===== src/rtl/router_sync_multi.sv =====
// FSM-to-FIFO synchronizer for NUM_PORTS output FIFOs: address latch, write steering,
// full-flag mux, registered valid_out and per-port read-timeout flush.
// Optional status block (timeout_sticky / status_clr) enabled by macro ROUTER_SYNC_STATUS_EN.
module router_sync_multi #(
    parameter int NUM_PORTS = 3,
    parameter int ADDR_W    = 2,
    parameter int TIMEOUT   = 30,
    parameter int CNT_W     = 5
) (
    input  logic                 clock,
    input  logic                 reset_n,
    input  logic                 detect_add,
    input  logic                 write_enb_reg,
    input  logic [ADDR_W-1:0]    data_in,
    input  logic [NUM_PORTS-1:0] read_enb,
    input  logic [NUM_PORTS-1:0] empty,
    input  logic [NUM_PORTS-1:0] full,
    output logic [NUM_PORTS-1:0] write_enb,
    output logic                 fifo_full,
    output logic                 addr_err,
    output logic [NUM_PORTS-1:0] valid_out,
    output logic [NUM_PORTS-1:0] soft_reset
`ifdef ROUTER_SYNC_STATUS_EN
    ,
    input  logic                 status_clr,
    output logic [NUM_PORTS-1:0] timeout_sticky
`endif
);

    // FLUSH is the only state with bit 1 set, so soft_reset is a direct flop bit.
    typedef enum logic [1:0] {
        ST_IDLE  = 2'b00,
        ST_WAIT  = 2'b01,
        ST_FLUSH = 2'b10
    } port_state_t;

    localparam logic [ADDR_W:0]  NUM_PORTS_L = (ADDR_W+1)'(NUM_PORTS);
    localparam logic [CNT_W-1:0] CNT_TERM    = CNT_W'(TIMEOUT - 1);
    localparam logic [CNT_W-1:0] CNT_ZERO    = {CNT_W{1'b0}};
    localparam logic [CNT_W-1:0] CNT_ONE     = {{(CNT_W-1){1'b0}}, 1'b1};

    logic [ADDR_W-1:0]    addr_reg_r;
    logic                 addr_ok_r;
    logic                 addr_ok_s;
    logic [NUM_PORTS-1:0] idle_s;
    logic [CNT_W-1:0]     cnt_r   [NUM_PORTS];
    logic [CNT_W-1:0]     cnt_s   [NUM_PORTS];
    port_state_t          state_r [NUM_PORTS];
    port_state_t          state_s [NUM_PORTS];

    // Range check of the incoming destination address.
    always_comb begin
        addr_ok_s = ({1'b0, data_in} < NUM_PORTS_L);
    end

    // Address latch on header strobe; addr_err tracks the validity of the latched address.
    always_ff @(posedge clock) begin
        if (!reset_n) begin
            addr_reg_r <= {ADDR_W{1'b0}};
            addr_ok_r  <= 1'b0;
            addr_err   <= 1'b0;
        end else if (detect_add) begin
            addr_reg_r <= data_in;
            addr_ok_r  <= addr_ok_s;
            addr_err   <= ~addr_ok_s;
        end else begin
            addr_reg_r <= addr_reg_r;
            addr_ok_r  <= addr_ok_r;
            addr_err   <= addr_err;
        end
    end

    // Write steering and full-flag mux from the latched (old) address.
    always_comb begin
        write_enb = {NUM_PORTS{1'b0}};
        fifo_full = 1'b0;
        for (int i = 0; i < NUM_PORTS; i++) begin
            if (addr_ok_r && (addr_reg_r == ADDR_W'(i))) begin
                write_enb[i] = write_enb_reg;
                fifo_full    = full[i];
            end else begin
                write_enb[i] = 1'b0;
            end
        end
    end

    // Registered per-port data-available flag.
    always_ff @(posedge clock) begin
        if (!reset_n) begin
            valid_out <= {NUM_PORTS{1'b0}};
        end else begin
            valid_out <= ~empty;
        end
    end

    // Per-port timeout next-state: count stalled cycles, flush at the terminal count.
    always_comb begin
        for (int i = 0; i < NUM_PORTS; i++) begin
            cnt_s[i]   = cnt_r[i];
            state_s[i] = state_r[i];
            idle_s[i]  = valid_out[i] & ~read_enb[i];
            if (!idle_s[i]) begin
                cnt_s[i]   = CNT_ZERO;
                state_s[i] = ST_IDLE;
            end else if (cnt_r[i] == CNT_TERM) begin
                cnt_s[i]   = CNT_ZERO;
                state_s[i] = ST_FLUSH;
            end else begin
                cnt_s[i]   = cnt_r[i] + CNT_ONE;
                state_s[i] = ST_WAIT;
            end
        end
    end

    // Per-port timeout state and counter registers.
    always_ff @(posedge clock) begin
        for (int i = 0; i < NUM_PORTS; i++) begin
            if (!reset_n) begin
                cnt_r[i]   <= CNT_ZERO;
                state_r[i] <= ST_IDLE;
            end else begin
                cnt_r[i]   <= cnt_s[i];
                state_r[i] <= state_s[i];
            end
        end
    end

    // Flush pulse taken straight from the FLUSH state bit.
    always_comb begin
        for (int i = 0; i < NUM_PORTS; i++) begin
            soft_reset[i] = state_r[i][1];
        end
    end

`ifdef ROUTER_SYNC_STATUS_EN
    // Sticky timeout record; a new flush wins over a coincident clear.
    always_ff @(posedge clock) begin
        for (int i = 0; i < NUM_PORTS; i++) begin
            if (!reset_n) begin
                timeout_sticky[i] <= 1'b0;
            end else if (state_s[i] == ST_FLUSH) begin
                timeout_sticky[i] <= 1'b1;
            end else if (status_clr) begin
                timeout_sticky[i] <= 1'b0;
            end else begin
                timeout_sticky[i] <= timeout_sticky[i];
            end
        end
    end
`endif

endmodule


===== config.mk =====
export PLATFORM = sky130hd
export DESIGN_NAME = router_sync_multi
export DESIGN_NICKNAME = d
export VERILOG_FILES = /design/src/rtl/router_sync_multi.sv
export SDC_FILE = /design/constraint.sdc
export NUM_CORES = 1
export LEC_CHECK = 0
export ABC_CLOCK_PERIOD_IN_PS = 1700
export BUFFER_PORTS_ARGS = -buffer_cell sky130_fd_sc_hd__buf_4
export CELL_PAD_IN_SITES_DETAIL_PLACEMENT = 0
export CELL_PAD_IN_SITES_GLOBAL_PLACEMENT = 1
export CORE_MARGIN = 5
export CORE_UTILIZATION = 40
export DETAILED_ROUTE_END_ITERATION = 8
export GPL_TIMING_DRIVEN = 0
export PLACE_DENSITY = 0.87
export RECOVER_POWER = 50
export SLEW_MARGIN = 40
export SYNTH_ARGS = -nofsm -noshare
export SYNTH_HDL_FRONTEND = slang
export SYNTH_SLANG_ARGS = --single-unit

===== constraint.sdc =====
create_clock -name clock -period 1.7 [get_ports clock]
set_input_delay 0 -clock clock [delete_from_list [all_inputs] [get_ports clock]]
set_output_delay 0 -clock clock [all_outputs]
set_load 0.01 [all_outputs]

==> results.md <==
- Rows: 17
- Post-CTS Resized: 0
- Antenna violations before repair: 0
- NetSw: between 200 and 250 uW
- Clk root buf: clkbuf_4
- Placed Area: approximately 0.0012 mm2
- Clock sink total: 25
- Largest stage delay, worst path: 0.57 ns
- Worst-margin pin slew: 0.210 ns
- WL final: 1.88 mm
- P_int: 753 uW
- Worst setup margin: 0.234 ns
- Clock Path Buffers: 2
- Final period util: 86.2%
- Largest net degree at the start of global routing: 15
- Crit. Startpoint: cnt_r[2][0]
- Die W: between 50 and 60 um
- Initial core utilization: between 40 and 50%
- Worst endpoint required time: 1.96 ns
- Post-route non-filler standard cell count: 170
- Nets: ~160
- CTS H-tree lvls: 1
- Worst Setup End Kind: flop
- Synthesized area per cell: 10.1 um2
- DRT Pass-1 Iters: 4
- Total placed cells including tap cells: approximately 150
- Core Area: ~0.0023 mm2
- Clk_lat worst skew: 0.31 ns
- Top Ports: 26
- R2r endpoint: state_r[2][1]
- Hold WC Path Type: in2out
- CTS tree: yes
- Mapped Nets: between 100 and 150
- Switching Share: between 20% and 30%
- Antenna Nets Post-Route: 0
- Clock Skew: 0.00451 ns
- WS Path Type: reg2reg
- Die Area: ~0.0035 mm2
- Most common cell in the netlist: dfxtp_1
- Number of cells on the worst hold path: 4
- Data arrival, critical path: 1.72 ns
- #FFs+latches synth: 25
- Synth Area in Compound Gates: 2.32%
- Top cells by area, synth: dfxtp_1, ha_1, nor2_1
- RSZ-0062 raised after global routing: false
- Worst path cell trace: ha_1, nand4_1, nor3_1, dlygate4sd3_1
- Status: finished clean
- Die H: 59.3 um
- Worst slew margin relative to its limit: 86.0%
- Area leader, netlist: dfxtp_1
- N_diodes: 0
- Hold path start: write_enb_reg
- Sequential Power Share: 63.1%
- Share of cells above drive strength 1: around 17%
- Endpoints failing setup: 0
- Post-synth top area share: between 50 and 60%
- Setup Buffers After CTS: 0
- Port bufs: 24
- Largest vdd supply drop: about 0.54 mV
- Startpoint Class: flop
- Vias in the first global route: roughly 810
- Synth top cells by count: dfxtp_1, nor2_1, nand3_1
- Leak pwr: ~0.55 nW
- Pre-CTS setup slack: ~0.42 ns
- Top_reg_cell synth: dfxtp_1
- First-pass GRT wire length: around 3.2 mm
- Tmin final: about 1.5 ns
- CTS Buf Count: 3
- Dpl hpwl: around 1.4 mm
- Slew Viols, Final: 0
- Initial DRC Count: 20
- Crit path buf inv count: 1
- Reg2Reg Setup Slack: about 0.23 ns
- Post-route cell area: around 0.0014 mm2
- Largest family of logic cells by synthesized area: simple AND/OR/NAND/NOR gates
- Levels on crit path: 4
- Fmax: ~700 MHz
- Clk pin slew, worst setup/hold paths: between 0.1 and 0.15 ns
- CP delay by family, top: buffers and inverters
- Sequential area share after synthesis: around half
- Cells after Synth: 96
- Simple-gate share of the synthesized area: about a quarter
- DRC: 0
- Post-synthesis mux area share: 3.09%
- XOR/XNOR share of the synthesized area: under 10%
- Max-cap viol count: 0
- Comb pwr share: between 10% and 20%
- Pwr Density: between 700 and 800 mW/mm2
- Worst reg-to-reg path cell count: 4
- Adder and majority cell fraction of the synthesized area: about 7.7%
- Post-CTS Hold Fix Bufs: 18
- Area growth syn-to-layout: 40.8%
- Total grt overflow: 0
- Netlist cell types: 22
- Crit path to: state_r[2][1]
- Via density: between 4 and 5
- Via count: between 700 and 800
- GR Util All Layers: 11.7%
- Clock power frac: between 20% and 30%
- Warnings from Yosys: 0
- FFs w/ async S/R, synth: 0%
- Final routed wire length divided by cell count: between 10 and 15 um
- Final hold violation count: 0
- Setup tns final: 0 ns
- Gpl congestion: 0.709
- Critical R2R Launch: cnt_r[2][0]
- EDFF count, synth: 0
- Netlist Area Pre-Place: 972 um2
- Crit-path max FO: 4
- CP max-delay cell: dlygate4sd3_1
-- flip-flops by register name, summed over array words and instances (netlist names) --
register	count
addr_err	1
addr_ok_r	1
addr_reg_r	2
cnt_r	15
state_r	3
valid_out	3
-- area by class of cell --
type                            instances  area [um2]
Buffer                                  1        11.3
Clock buffer                            3        22.5
Clock inverter                          1        5.00
Fill cell                             201         907
Inverter                                3        11.3
Multi-Input combinational cell         67         449
Sequential cell                        25         500
Tap cell                               28        35.0
Timing Repair Buffer                   42         334
-- power groups by stage --
stage	sequential, mW	combinational [mW]	clock (mW)
3_3_place_gp	0.620	0.0748	0
3_5_place_dp	0.621	0.0757	0
5_1_grt	0.610	0.111	0.288
6_report	0.607	0.101	0.253
2_1_floorplan	0.621	0.0309	0
4_1_cts	0.607	0.105	0.268
-- per-layer routing --
layer | wire, um | vias to the layer above | GRT usage [%]
met3 | 105 | 2 | 3.92
li1 | - | 409 | -
met5 | 0 | - | 0
met2 | 945 | 15 | 21.2
met4 | 11 | 0 | 1.94
met1 | 821 | 370 | 13.3
-- worst register-to-register path: cells and delay by family (launching register included) --
family / cells / cell delay (ns)
adders and majority gates: 1 / 0.18
buffers and inverters: 1 / 0.57
DFF: 1 / 0.40
and+or+nand+nor: 2 / 0.27
-- worst min path at each step --
stage                    to  slack, ns
2_1_floorplan  valid_out[0]       0.07
3_5_place_dp   valid_out[2]       0.16
5_1_grt        write_enb[0]       0.43
6_report       write_enb[0]       0.40
4_1_cts        write_enb[0]       0.40
3_3_place_gp   valid_out[2]       0.16
-- kinds of logic after synthesis --
logic type | after synthesis
AOI/OAI and AO/OA | 3
xor gates and xnor gates | 9
adders and majority gates | 6
buffers and inverters | 4
DFF | 25
muxes | 3
and+or+nand+nor | 46
-- layout by cell type, fill, tap and decap left out, types with 2 or more instances in the layout --
| cell type | n |
|---|---|
| nand3_1 | 7 |
| nand2b_1 | 3 |
| ha_1 | 6 |
| nand3b_1 | 3 |
| nor2_1 | 17 |
| xor2_1 | 6 |
| nor3b_1 | 2 |
| nor3_1 | 2 |
| clkbuf_4 | 3 |
| inv_1 | 3 |
| nor2b_1 | 5 |
| xnor2_1 | 3 |
| clkbuf_1 | 7 |
| mux2i_1 | 3 |
| dfxtp_1 | 25 |
| buf_4 | 17 |
| dlygate4sd3_1 | 18 |
| nand4_1 | 3 |
-- metrics by stage --
stage	utilization, %	total power, mW	hold WS, ns
3_3_place_gp	52.2	0.695	0.157
2_1_floorplan	-	0.652	0.0716
3_5_place_dp	52.2	0.696	0.160
4_1_cts	61.3	0.980	0.395
6_report	60.1	0.962	0.396
5_1_grt	60.1	1.01	0.430
Power figures use the tool's default switching activity.
